[src/rtl/barrett_poly_sequencer_if.sv]
// Control, coefficient-RAM and Barrett-unit signals seen by barrett_poly_sequencer.
// The master modport is the sequencer's view of these signals; the slave modport is its environment's view.
interface barrett_poly_sequencer_if #(
  parameter int unsigned ADDR_W = 8
);
  logic              start_i;
  logic              abort_i;
  logic [ADDR_W-1:0] src_base_i;
  logic [ADDR_W-1:0] dst_base_i;
  logic              busy_o;
  logic              done_o;
  logic              aborted_o;
  logic              mem_req_o;
  logic              mem_gnt_i;
  logic [ADDR_W-1:0] mem_raddr_o;
  logic [31:0]       mem_rdata_i;
  logic              mem_we_o;
  logic [ADDR_W-1:0] mem_waddr_o;
  logic [31:0]       mem_wdata_o;
  logic              bfu_valid_o;
  logic [31:0]       bfu_src_o;
  logic              bfu_flush_o;
  logic              bfu_valid_i;
  logic [31:0]       bfu_result_i;

  modport master (
    input  start_i, abort_i, src_base_i, dst_base_i,
    input  mem_gnt_i, mem_rdata_i, bfu_valid_i, bfu_result_i,
    output busy_o, done_o, aborted_o,
    output mem_req_o, mem_raddr_o, mem_we_o, mem_waddr_o, mem_wdata_o,
    output bfu_valid_o, bfu_src_o, bfu_flush_o
  );

  modport slave (
    output start_i, abort_i, src_base_i, dst_base_i,
    output mem_gnt_i, mem_rdata_i, bfu_valid_i, bfu_result_i,
    input  busy_o, done_o, aborted_o,
    input  mem_req_o, mem_raddr_o, mem_we_o, mem_waddr_o, mem_wdata_o,
    input  bfu_valid_o, bfu_src_o, bfu_flush_o
  );
endinterface

[src/rtl/barrett_poly_sequencer.sv]
// Streams one polynomial from coefficient RAM through bfu_barrett and writes the reduced
// words back, with abort (flush + drain) and done signalling.
module barrett_poly_sequencer #(
  parameter int unsigned N_WORDS = 128,
  parameter int unsigned ADDR_W  = 8,
  parameter int unsigned BFU_LAT = 1
) (
  input  logic                       clk_i,
  input  logic                       rst_i,
  barrett_poly_sequencer_if.master   bus
);

  localparam int unsigned CNT_W  = ADDR_W + 1;
  localparam int unsigned AB_W   = $clog2(BFU_LAT + 2);
  localparam int unsigned AB_PEN = (BFU_LAT == 0) ? 0 : BFU_LAT - 1;
  localparam logic [CNT_W-1:0] LAST_WORD = CNT_W'(N_WORDS - 1);

  typedef enum logic [2:0] {IDLE, RUN, DRAIN, DONE, ABORT} state_t;

  state_t            state;
  logic [ADDR_W-1:0] src_base;
  logic [ADDR_W-1:0] dst_base;
  logic [CNT_W-1:0]  rd_cnt;
  logic [CNT_W-1:0]  wr_cnt;
  logic [AB_W-1:0]   ab_cnt;
  logic              busy;
  logic              done;
  logic              aborted;
  logic              req;
  logic              valid;
  logic              flush;

  logic active;
  logic rd_fire;
  logic wr_fire;

  assign active  = (state == RUN) || (state == DRAIN);
  assign rd_fire = req & bus.mem_gnt_i;
  assign wr_fire = active & bus.bfu_valid_i;

  // Outputs are registered except the data/address paths that must track the RAM and the unit.
  assign bus.busy_o      = busy;
  assign bus.done_o      = done;
  assign bus.aborted_o   = aborted;
  assign bus.mem_req_o   = req;
  assign bus.mem_raddr_o = src_base + rd_cnt[ADDR_W-1:0];
  assign bus.mem_we_o    = wr_fire;
  assign bus.mem_waddr_o = dst_base + wr_cnt[ADDR_W-1:0];
  assign bus.mem_wdata_o = bus.bfu_result_i;
  assign bus.bfu_valid_o = valid;
  assign bus.bfu_src_o   = bus.mem_rdata_i;
  assign bus.bfu_flush_o = flush;

  always_ff @(posedge clk_i) begin
    if (rst_i) begin
      state    <= IDLE;
      src_base <= '0;
      dst_base <= '0;
      rd_cnt   <= '0;
      wr_cnt   <= '0;
      ab_cnt   <= '0;
      busy     <= 1'b0;
      done     <= 1'b0;
      aborted  <= 1'b0;
      req      <= 1'b0;
      valid    <= 1'b0;
      flush    <= 1'b0;
    end else begin
      done    <= 1'b0;
      aborted <= 1'b0;
      valid   <= 1'b0;
      unique case (state)
        IDLE: begin
          if (bus.start_i && !bus.abort_i) begin
            state    <= RUN;
            src_base <= bus.src_base_i;
            dst_base <= bus.dst_base_i;
            rd_cnt   <= '0;
            wr_cnt   <= '0;
            busy     <= 1'b1;
            req      <= 1'b1;
          end
        end
        RUN, DRAIN: begin
          if (bus.abort_i) begin
            // A read granted in this cycle returns during ABORT and is dropped.
            state   <= ABORT;
            ab_cnt  <= '0;
            req     <= 1'b0;
            flush   <= 1'b1;
            aborted <= (BFU_LAT == 0);
          end else begin
            if (rd_fire) begin
              rd_cnt <= rd_cnt + CNT_W'(1);
              valid  <= 1'b1;
              if (rd_cnt == LAST_WORD) begin
                state <= DRAIN;
                req   <= 1'b0;
              end
            end
            if (wr_fire) begin
              wr_cnt <= wr_cnt + CNT_W'(1);
              if (wr_cnt == LAST_WORD) begin
                state <= DONE;
                done  <= 1'b1;
              end
            end
          end
        end
        DONE: begin
          state <= IDLE;
          busy  <= 1'b0;
        end
        ABORT: begin
          // Hold flush for BFU_LAT+1 cycles so every in-flight result is discarded.
          ab_cnt <= ab_cnt + AB_W'(1);
          if ((BFU_LAT != 0) && (ab_cnt == AB_W'(AB_PEN))) begin
            aborted <= 1'b1;
          end
          if (ab_cnt == AB_W'(BFU_LAT)) begin
            state <= IDLE;
            busy  <= 1'b0;
            flush <= 1'b0;
          end
        end
        default: begin
          state <= IDLE;
          busy  <= 1'b0;
          req   <= 1'b0;
          flush <= 1'b0;
        end
      endcase
    end
  end

endmodule

[src/flat_wrapper.sv]
// flat-port wrapper written by rule: the top's interface ports become plain ports
module barrett_poly_sequencer_flat 
#(
  parameter int unsigned N_WORDS = 128,
  parameter int unsigned ADDR_W  = 8,
  parameter int unsigned BFU_LAT = 1
)
  (clk_i, rst_i, bus_start_i, bus_abort_i, bus_src_base_i, bus_dst_base_i, bus_mem_gnt_i, bus_mem_rdata_i, bus_bfu_valid_i, bus_bfu_result_i, bus_busy_o, bus_done_o, bus_aborted_o, bus_mem_req_o, bus_mem_raddr_o, bus_mem_we_o, bus_mem_waddr_o, bus_mem_wdata_o, bus_bfu_valid_o, bus_bfu_src_o, bus_bfu_flush_o);
  barrett_poly_sequencer_if #(.ADDR_W(ADDR_W)) bus_i ();
  input  logic clk_i;
  input  logic rst_i;
  input wire logic [$bits(bus_i.start_i)-1:0] bus_start_i;
  input wire logic [$bits(bus_i.abort_i)-1:0] bus_abort_i;
  input wire logic [$bits(bus_i.src_base_i)-1:0] bus_src_base_i;
  input wire logic [$bits(bus_i.dst_base_i)-1:0] bus_dst_base_i;
  input wire logic [$bits(bus_i.mem_gnt_i)-1:0] bus_mem_gnt_i;
  input wire logic [$bits(bus_i.mem_rdata_i)-1:0] bus_mem_rdata_i;
  input wire logic [$bits(bus_i.bfu_valid_i)-1:0] bus_bfu_valid_i;
  input wire logic [$bits(bus_i.bfu_result_i)-1:0] bus_bfu_result_i;
  output wire logic [$bits(bus_i.busy_o)-1:0] bus_busy_o;
  output wire logic [$bits(bus_i.done_o)-1:0] bus_done_o;
  output wire logic [$bits(bus_i.aborted_o)-1:0] bus_aborted_o;
  output wire logic [$bits(bus_i.mem_req_o)-1:0] bus_mem_req_o;
  output wire logic [$bits(bus_i.mem_raddr_o)-1:0] bus_mem_raddr_o;
  output wire logic [$bits(bus_i.mem_we_o)-1:0] bus_mem_we_o;
  output wire logic [$bits(bus_i.mem_waddr_o)-1:0] bus_mem_waddr_o;
  output wire logic [$bits(bus_i.mem_wdata_o)-1:0] bus_mem_wdata_o;
  output wire logic [$bits(bus_i.bfu_valid_o)-1:0] bus_bfu_valid_o;
  output wire logic [$bits(bus_i.bfu_src_o)-1:0] bus_bfu_src_o;
  output wire logic [$bits(bus_i.bfu_flush_o)-1:0] bus_bfu_flush_o;
  assign bus_i.start_i = bus_start_i;
  assign bus_i.abort_i = bus_abort_i;
  assign bus_i.src_base_i = bus_src_base_i;
  assign bus_i.dst_base_i = bus_dst_base_i;
  assign bus_i.mem_gnt_i = bus_mem_gnt_i;
  assign bus_i.mem_rdata_i = bus_mem_rdata_i;
  assign bus_i.bfu_valid_i = bus_bfu_valid_i;
  assign bus_i.bfu_result_i = bus_bfu_result_i;
  assign bus_busy_o = bus_i.busy_o;
  assign bus_done_o = bus_i.done_o;
  assign bus_aborted_o = bus_i.aborted_o;
  assign bus_mem_req_o = bus_i.mem_req_o;
  assign bus_mem_raddr_o = bus_i.mem_raddr_o;
  assign bus_mem_we_o = bus_i.mem_we_o;
  assign bus_mem_waddr_o = bus_i.mem_waddr_o;
  assign bus_mem_wdata_o = bus_i.mem_wdata_o;
  assign bus_bfu_valid_o = bus_i.bfu_valid_o;
  assign bus_bfu_src_o = bus_i.bfu_src_o;
  assign bus_bfu_flush_o = bus_i.bfu_flush_o;
  barrett_poly_sequencer #(.N_WORDS(N_WORDS), .ADDR_W(ADDR_W), .BFU_LAT(BFU_LAT)) u_core (.clk_i(clk_i), .rst_i(rst_i), .bus(bus_i));
endmodule
[config.mk]
export PLATFORM = sky130hd
export DESIGN_NAME = barrett_poly_sequencer_flat
export DESIGN_NICKNAME = d
export VERILOG_FILES = /design/src/rtl/barrett_poly_sequencer_if.sv /design/src/rtl/barrett_poly_sequencer.sv /design/src/flat_wrapper.sv
export SDC_FILE = /design/constraint.sdc
export NUM_CORES = 1
export LEC_CHECK = 0
export BUFFER_PORTS_ARGS = -buffer_cell sky130_fd_sc_hd__buf_2
export CORE_AREA = 5 5 95 97
export DETAILED_ROUTE_END_ITERATION = 8
export DIE_AREA = 0 0 100 102
export GPL_TIMING_DRIVEN = 0
export MAX_ROUTING_LAYER = met4
export PLACE_DENSITY_LB_ADDON = 0.15
export SETUP_SLACK_MARGIN = 0.02
export SYNTH_ARGS = -nofsm -noshare
export SYNTH_HDL_FRONTEND = slang
export SYNTH_SLANG_ARGS = --single-unit
[constraint.sdc]
create_clock -name clk_i -period 1.7 [get_ports clk_i]
set_input_delay 0.34 -clock clk_i [delete_from_list [all_inputs] [get_ports clk_i]]
set_output_delay 0.34 -clock clk_i [all_outputs]
set_load 0.005 [all_outputs]
==> flow_summary.ini, run 1 <==
[cells_and_area]
final_area_mm2 = 0.00466
syn2layout_area_growth_pct = 45.7
fillers = 706
diodes = 0
fin_util = 0.579
final_common_cell = buf_2
fin_nets = 647
layout-drive-gt1-share = 0.542
stdcell_count = 647
final_cell_mix = 106 x buf_2, 93 x buf_4, 53 x nand2_1, 29 x a21oi_1, 28 x dfxtp_1

[setup_path]
rrSetupSlack_ps = 80
end_kind = output port
cp-start-kind = register
reg2reg_depth = 6
r2r-end = u_core.bus.mem_req_o
cp.buffers_inverters = 2
critPathLaunch = u_core.rd_cnt[0]
worstPathRequired_ps = 1360
crit_family = adder cells
reg2reg_from = u_core.rd_cnt[0]
path_class = reg -> out
cp.depth = 8
endpoint = bus_mem_raddr_o[6]
critPathMaxStageDelay_ps = 380
crit_chain = ha_4 > inv_2 > fa_2 > nor2b_1 > o21a_1 > o21a_1 > o311ai_2 > buf_2
cpMostUsedCell = o21a_1
path_max_fanout = 3
cp_slowest_cell = dfxtp_4
crit_arrival_ps = 1890

[sta]
maxSlewViolCount = 0
setup_viol = 14
finalCriticalPeriod_ps = 2230
final_hold_viol_count = 0
skew_ps = 12.1
worst_pin_slew_ps = 604
fin_crit_sh = 1.31
relSlewSlack = 0.597
rsz0062_at_grt = true
fin_ws_ps = -527
fmax_ghz = 0.449

[route]
finalWirelength_mm = 9.53
via_per_inst = 5.04
first_iter_violations = 120
drc = 0
dr.pass1.iters = 4
wl_per_cell_um = 14.7
ant_nets = 0
vias = 3263

[die]
start_util = 0.398
rows = 33
coreArea_mm2 = 0.00805
die_w_um = 100
fp.dieH_um = 102
dieArea_mm2 = 0.0102
io_pins = 173

[power]
power_density_mw_per_mm2 = 497
ir_drop_uv = 355
leakage_nw = 2.09

[synthesis]
yosys.area_share.simple = 0.213
synthDistinctLibCells = 52
synthCells = 394
avgSynthCellArea_um2 = 8.13
synthXorXnorAreaFrac = 0.0379
synth_fa_ha_area_frac = 0.0828
synth.ff_latch_count = 45
ys_warn_count = 0
synthFlopType = dfxtp_1
ys_seq_area_frac = 0.281
synth_mux_area_frac = 0.00664
async_flop_share = 0
synth_top_family_by_area = simple AND/OR/NAND/NOR gates
netlist_area_mm2 = 0.00320
synth_edf_count = 0
syn_nets = 500
synth_compound_area_frac = 0.182

[clocking]
cts_root_buf = clkbuf_8
path_clk_slew_ps = 100
numCtsBuffers = 5
cts_tree = built
htreeDepth = 2
clkSinkCount = 45
cts_hold_buf = 0
clock_latency_ps = 300
clockBufferDepth = 2

[run]
max-cap-violations = 0

[placed_design]
portBuffers = 107
dp_hpwl_mm = 7.11
dp_cells = 606
place_ws_ps = -329
dpl_cell_area_mm2 = 0.00395
place_congestion = 0.838

[grt]
grt_pass1_wl_mm = 14.4
track_usage = 0.178
antenna_found_initial = 0
grt_pass1_vias = 2998
grt-ovfl-total = 0
grt_max_degree = 16

[hold_path]
worstHoldPathType = in -> reg

[status]
outcome = finished with violations
violations = negative setup slack
[worst min-delay path by stage]
| stage | endpoint | cells after the start | start |
|---|---|---|---|
| 2_1_floorplan | u_core.ab_cnt[1] | 2 | u_core.ab_cnt[1] |
| 3_3_place_gp | u_core.ab_cnt[1] | 2 | u_core.ab_cnt[1] |
| 3_5_place_dp | u_core.bus.bfu_flush_o | 2 | u_core.bus.bfu_flush_o |
| 4_1_cts | u_core.src_base[2] | 3 | bus_src_base_i[2] |
| 5_1_grt | u_core.src_base[1] | 3 | bus_src_base_i[1] |
| 6_report | u_core.src_base[1] | 3 | bus_src_base_i[1] |
[cell families (layout without fill, tap and decap cells)]
| kind of cell | after synthesis | after routing |
|---|---|---|
| AND/OR/NAND/NOR | 131 | 131 |
| buffers and inverters | 96 | 244 |
| AO/OA/AOI/OAI | 87 | 87 |
| flip-flops | 45 | 45 |
| adder cells (fa/ha/maj) | 20 | 20 |
| XOR/XNOR | 13 | 13 |
| multiplexers | 2 | 2 |
[what timing repair did]
| action | CTS | global route |
|---|---|---|
| gates resized for setup | 47 | 48 |
| endpoints found under the setup margin | 24 | 46 |
| buffers inserted | 20 | 20 |
| hold endpoints to repair | 0 | 0 |
| pin swaps | 29 | 30 |
[metrics by stage]
step           hold WS (ps)  power (mW)  setup TNS (ps)
2_1_floorplan           432        1.42           -91.2
3_3_place_gp            440        1.60           -2450
3_5_place_dp            448        1.61           -2930
4_1_cts                 259        2.31           -4920
5_1_grt                 254        2.45           -6160
6_report                268        2.32           -5010
[routing by layer]
layer	wire [um]	GRT usage	vias to the layer above	share of wire
li1	-	-	1624	-
met3	881	0.0403	11	0.092
met5	0	-	-	0
met2	4610	0.302	157	0.48
met1	3930	0.218	1471	0.41
met4	107	0.0394	0	0.011
[registers in the layout (all words and copies together), names as in the netlist]
| name | cells |
|---|---|
| u_core.wr_cnt | 9 |
| u_core.dst_base | 8 |
| u_core.ab_cnt | 2 |
| u_core.bus.bfu_flush_o | 1 |
| u_core.bus.bfu_valid_o | 1 |
| u_core.rd_cnt | 9 |
| u_core.bus.mem_req_o | 1 |
| u_core.bus.done_o | 1 |
| u_core.src_base | 8 |
| u_core.bus.busy_o | 1 |
| u_core.bus.aborted_o | 1 |
| u_core.state | 3 |
[worst reg2reg max path, delay by kind of cell, from the launching register on]
family	cells	cell delay, ps
adder cells (fa/ha/maj)	1	180
AO/OA/AOI/OAI	2	490
flip-flops	1	380
AND/OR/NAND/NOR	2	300
buffers and inverters	1	140
[cells in the mapped netlist, drive strengths merged (9+ instances only)]
| library cell | count | area share |
|---|---|---|
| nand3 | 13 | 0.022 |
| xnor2 | 9 | 0.025 |
| ha | 18 | 0.070 |
| nand2 | 54 | 0.063 |
| dfxtp | 45 | 0.28 |
| nor2 | 14 | 0.020 |
| o21ai | 11 | 0.017 |
| inv | 18 | 0.021 |
| a21oi | 35 | 0.055 |
| buf | 71 | 0.17 |
[final cells by class]
| cell class | count | area [um2] | share of cell area |
|---|---|---|---|
| clock inverter | 3 | 21.3 | 0.00456 |
| timing repair buffer | 141 | 823 | 0.177 |
| tap | 105 | 131 | 0.0282 |
| buffer | 77 | 586 | 0.126 |
| inverter | 18 | 67.6 | 0.0145 |
| multi-input combinational | 253 | 2010 | 0.431 |
| sequential | 45 | 955 | 0.205 |
| clock buffer | 5 | 68.8 | 0.0148 |
[power breakdown]
| part | internal, mW | switching (mW) | leakage (nW) |
|---|---|---|---|
| registers | 1.07 | 0.0251 | 0.377 |
| logic | 0.305 | 0.242 | 1.66 |
| clock network | 0.292 | 0.390 | 0.0445 |
| total | 1.66 | 0.658 | 2.09 |
Power figures use the tool's default switching activity.
==> run 2: changes to the inputs <==
CORE_AREA = 4 4 94 96   (was 5 5 95 97)
DIE_AREA = 0 0 98 100   (was 0 0 100 102)
==> run 2 against run 1 <==
- the run still ends with negative setup slack left
- combinational power down 1%
- sequential power about the same
- final area up 0.43%
- routed wire length up 2.3%
- core utilization up 0.25 points
==> flow_summary.ini, run 2 (synthesized netlist as in run 1, its figures left out) <==
[placed_design]
dpl_cell_area_mm2 = 0.00395
dp_cells = 606
dp_hpwl_mm = 6.88
portBuffers = 107
place_ws_ps = -312
place_congestion = 0.845

[sta]
final_hold_viol_count = 0
worst_pin_slew_ps = 613
rsz0062_at_grt = true
skew_ps = 3.07
fmax_ghz = 0.445
fin_crit_sh = 1.32
holdWs_ps = 266
fin_ws_ps = -547
fin_tns_setup_ps = -5070
finalCriticalPeriod_ps = 2250
maxSlewViolCount = 0
setup_viol = 14
relSlewSlack = 0.591

[route]
wl_per_cell_um = 15.0
via_per_inst = 5.17
vias = 3362
first_iter_violations = 151
drc = 0
finalWirelength_mm = 9.76
ant_nets = 0
dr.pass1.iters = 4

[grt]
met2_usage = 0.317
grt_pass1_wl_mm = 14.8
antenna_found_initial = 0
grt_max_degree = 14
use_met1 = 0.226
globalRouteMet3Util = 0.0389
grt_pass1_vias = 3100
track_usage = 0.186
grt_busiest_layer = met2
grt-ovfl-total = 0

[cells_and_area]
stdcell_count = 650
diodes = 0
fillers = 728
fin_util = 0.582
final_cell_mix = 108 x buf_2, 96 x buf_4, 53 x nand2_1, 29 x a21oi_1, 25 x dfxtp_1
reg_top3 = u_core.rd_cnt: 9 flops, u_core.wr_cnt: 9 flops
fin_nets = 650
final_common_cell = buf_2
syn2layout_area_growth_pct = 46.3
layout-drive-gt1-share = 0.547
final_area_mm2 = 0.00468

[clocking]
clock_latency_ps = 300
htreeDepth = 2
cts_tree = built
numCtsBuffers = 5
clockBufferDepth = 2
clkSinkCount = 45
path_clk_slew_ps = 80
cts_root_buf = clkbuf_8

[die]
dieArea_mm2 = 0.00980
die_w_um = 98
io_pins = 173
fp.dieH_um = 100
rows = 33
start_util = 0.398
coreArea_mm2 = 0.00805

[power]
power_density_mw_per_mm2 = 533
ir_drop_uv = 354
p_total_mw = 2.50
leakage_nw = 2.10

[setup_path]
crit_arrival_ps = 1910
cp-start-kind = register
worstPathRequired_ps = 1360
path_class = reg -> out
path_max_fanout = 3
end_kind = output port

[status]
violations = negative setup slack
outcome = finished with violations

[run]
max-cap-violations = 0

[hold_path]
worstHoldPathType = in -> reg
## run 2: worst max-delay path: stages (launching register included)
cell	delay, ps
dfxtp_4	370
ha_4	150
inv_2	40
fa_2	340
nor2b_1	130
o21a_1	170
o21a_1	160
o311ai_2	80
buf_2	150
## run 2: power breakdown
group	total [mW]	internal, mW	switching, mW
clock	0.863	0.480	0.383
combinational	0.539	0.299	0.240
sequential	1.09	1.07	0.0265
## run 2: path summary, 6_finish.rpt
| check | startpoint | endpoint | slack (ps) | cells past startpoint |
|---|---|---|---|---|
| setup / recovery | u_core.wr_cnt[0] | bus_mem_waddr_o[6] | -550 | 8 |
| hold reg to reg | u_core.src_base[6] | u_core.src_base[6] | 470 | 2 |
| hold / removal | bus_dst_base_i[1] | u_core.dst_base[1] | 270 | 3 |
| setup reg to reg | u_core.rd_cnt[0] | u_core.bus.mem_req_o | 40 | 6 |
## run 2: layer usage
metal,vias to the layer above,part of all wire
li1,1627,-
met1,1558,0.39
met2,163,0.51
met3,14,0.084
met4,0,0.014
met5,-,0
## run 2: final cells by class
cell class / instances / area (um2) / area share
buffer: 77 / 573 / 0.122
inverter: 18 / 67.6 / 0.0144
tap: 105 / 131 / 0.0280
sequential: 45 / 956 / 0.204
multi-input combinational: 253 / 1990 / 0.425
clock inverter: 1 / 30.0 / 0.00641
timing repair buffer: 144 / 847 / 0.181
clock buffer: 7 / 86.3 / 0.0184
## run 2: what timing repair did
item	4_1_cts	5_1_grt
setup buffers	21	16
hold buffers	0	0
pin swaps	32	32
setup endpoints to repair	25	46
gates resized for setup	46	44
==> run 3: changes to the inputs <==
ABC_AREA = 1   (was not set)
CORE_AREA = 4 4 95 97   (was 4 4 94 96)
DIE_AREA = 0 0 99 101   (was 0 0 98 100)
==> run 3 against run 2 <==
- the flow still finishes with violations (negative setup slack)
- clock power down 20%
- cell count up 12%
- final area down 1.9%
- power up 48%
- count of clock-buffer cells in the layout down 2
- critical path depth unchanged
- die area up 2.0%
- non-clock buffer count down 22
- worst hold slack worse by 22 ps
- area after synthesis up 5.2%
- via count up 3.2%
- sequential cell count unchanged
- largest cell class unchanged
- highest routed layer unchanged
==> flow_summary.ini, run 3 <==
[status]
outcome = finished with violations
violations = negative setup slack

[grt]
grt-ovfl-total = 0
antenna_found_initial = 0
grt_max_degree = 16
track_usage = 0.179
grt_pass1_vias = 3169
grt_pass1_wl_mm = 14.4

[setup_path]
cp-start-kind = register
path_max_fanout = 2
reg2reg_depth = 10
reg2reg_from = u_core.wr_cnt[0]
rrSetupSlack_ps = 180
cpMostUsedCell = inv_2
critPathMaxStageDelay_ps = 370
path_class = reg -> out
crit_chain = ha_4 > inv_2 > fa_2 > inv_2 > nand4_1 > nand3_1 > xor2_1 > buf_2
crit_arrival_ps = 1730
cp_slowest_cell = dfxtp_2
r2r-end = u_core.wr_cnt[8]
end_kind = output port
worstPathRequired_ps = 1360

[placed_design]
portBuffers = 108
place_congestion = 0.862
dp_hpwl_mm = 7.01

[synthesis]
netlist.area_leader.share = 0.267
ys_seq_area_frac = 0.267
syn_nets = 593
synthDistinctLibCells = 32
synthCells = 487
yosys-top-cells-area = dfxtp_1 27%, buf_4 15%, nand2_1 12%
avgSynthCellArea_um2 = 6.92
synth.ff_latch_count = 45
synthFlopType = dfxtp_1
netlist_area_mm2 = 0.00337
ys_warn_count = 0
yosysMostFrequentCell = nand2_1
yosys.area.top_type = dfxtp_1
synthTopCellsByCount = 107 x nand2_1, 66 x buf_4, 60 x nor2_1
async_flop_share = 0
synth_edf_count = 0

[power]
p_total_mw = 3.68
ir_drop_uv = 410
switching_share = 0.412
leakage_nw = 2.24
power_density_mw_per_mm2 = 801
pwr-share-seq = 0.347
p_int_mw = 2.17
net-switching-power_mw = 1.52
comb_power_share = 0.466
pwr-share-clk = 0.187

[clocking]
clockBufferDepth = 2
cts_hold_buf = 0
numCtsBuffers = 5
clock_latency_ps = 310
clkSinkCount = 45
cts_tree = built
cts_root_buf = clkbuf_8
path_clk_slew_ps = 100
htreeDepth = 2

[cells_and_area]
final_cell_mix = 108 x buf_2, 105 x nand2_1, 80 x buf_4, 58 x nor2_1, 34 x inv_1
final_common_cell = buf_2
fin_nets = 726
syn2layout_area_growth_pct = 36.4
diodes = 0
reg_top3 = u_core.rd_cnt: 9 flops, u_core.wr_cnt: 9 flops
layout-drive-gt1-share = 0.461

[sta]
maxSlewViolCount = 0
skew_ps = 11.5
setup_viol = 14
holdWs_ps = 244
fmax_ghz = 0.483
fin_crit_sh = 1.22
fin_ws_ps = -369
worst_pin_slew_ps = 568
finalCriticalPeriod_ps = 2070
relSlewSlack = 0.621
rsz0062_at_grt = true
final_hold_viol_count = 0

[die]
io_pins = 173
start_util = 0.414
coreArea_mm2 = 0.00813
rows = 33
fp.dieH_um = 101
die_w_um = 99
dieArea_mm2 = 0.0100

[route]
via_per_inst = 4.78
dr.pass1.iters = 4
wl_met1_mm = 3.67
routed.top_layer = met4
drc = 0
route.met3.wl_um = 800
ant_nets = 0
finalWirelength_mm = 9.26
wl_met2_mm = 4.74
first_iter_violations = 168
vias = 3470
wl_per_cell_um = 12.8

[hold_path]
holdCritStartpoint = bus_src_base_i[6]
holdPathStages = 3
worstHoldPathType = in -> reg
whs_endpoint = u_core.src_base[6]

[run]
max-cap-violations = 0
run 3: kinds of logic (layout without fill, tap and decap cells):
logic type      after synthesis  in the layout  synth area share
compound gates               68             68             0.110
buf+inv                     121            255             0.215
flops                        45             45             0.267
fa+ha+maj                    20             20            0.0787
xor+xnor                     14             14            0.0364
simple gates                219            219             0.293
run 3: routing by layer:
metal | track usage | up-vias
li1 | - | 1760
met1 | 0.207 | 1548
met2 | 0.325 | 156
met3 | 0.0394 | 6
met4 | 0.0231 | 0
met5 | - | -
run 3: repair_timing:
action                                  4_1_cts  5_1_grt
endpoints found under the setup margin       15       18
buffers inserted                             13        6
endpoints found under the hold margin         0        0
pin swaps                                    19       18
resized for setup                            56       18
gates cloned                                  0        0
run 3: critical path: cells and delay by family (launching register included):
kind	cells	cell delay [ps]
fa+ha+maj	2	510
flops	1	370
buf+inv	3	230
simple gates	2	170
xor+xnor	1	150
run 3: how the worst max path moves through the flow:
stage	cells after the start	endpoint	startpoint	slack, ps
after floorplan	7	bus_mem_waddr_o[6]	u_core.wr_cnt[0]	20
after global placement	8	bus_mem_waddr_o[6]	u_core.wr_cnt[0]	-160
after detailed placement	8	bus_mem_waddr_o[6]	u_core.wr_cnt[0]	-170
after CTS	8	bus_mem_waddr_o[6]	u_core.dst_base[0]	-370
after global routing	8	bus_mem_raddr_o[6]	u_core.rd_cnt[0]	-510
final	8	bus_mem_raddr_o[6]	u_core.rd_cnt[0]	-370
run 3: area by class of cell:
type | count | area (um2)
Sequential cell | 45 | 955
Clock buffer | 5 | 68.8
Multi-Input combinational cell | 321 | 2000
Clock inverter | 3 | 21.3
Fill cell | 789 | 3540
Inverter | 48 | 180
Tap cell | 105 | 131
Timing Repair Buffer | 126 | 699
Buffer | 73 | 544
run 3: through the flow:
| step | TNS, ps | setup slack, ps | area [um2] | utilization | std cells |
|---|---|---|---|---|---|
| global route | -4400 | -512 | 4600 | 0.565 | 726 |
| floorplan | 0 | 19.3 | 3370 | - | 487 |
| detailed placement | -673 | -165 | 4040 | 0.497 | 700 |
| finish | -3180 | -369 | 4600 | 0.565 | 726 |
| global placement | -585 | -160 | 4040 | 0.497 | 700 |
| CTS | -3190 | -370 | 4460 | 0.548 | 721 |
run 3: power by group through the flow:
stage | sequential, mW | combinational [mW] | clock, mW
after floorplan | 1.26 | 1.12 | 0
after global routing | 1.29 | 1.90 | 0.756
after detailed placement | 1.29 | 1.57 | 0
final | 1.28 | 1.72 | 0.688
after global placement | 1.29 | 1.55 | 0
after CTS | 1.27 | 1.68 | 0.706
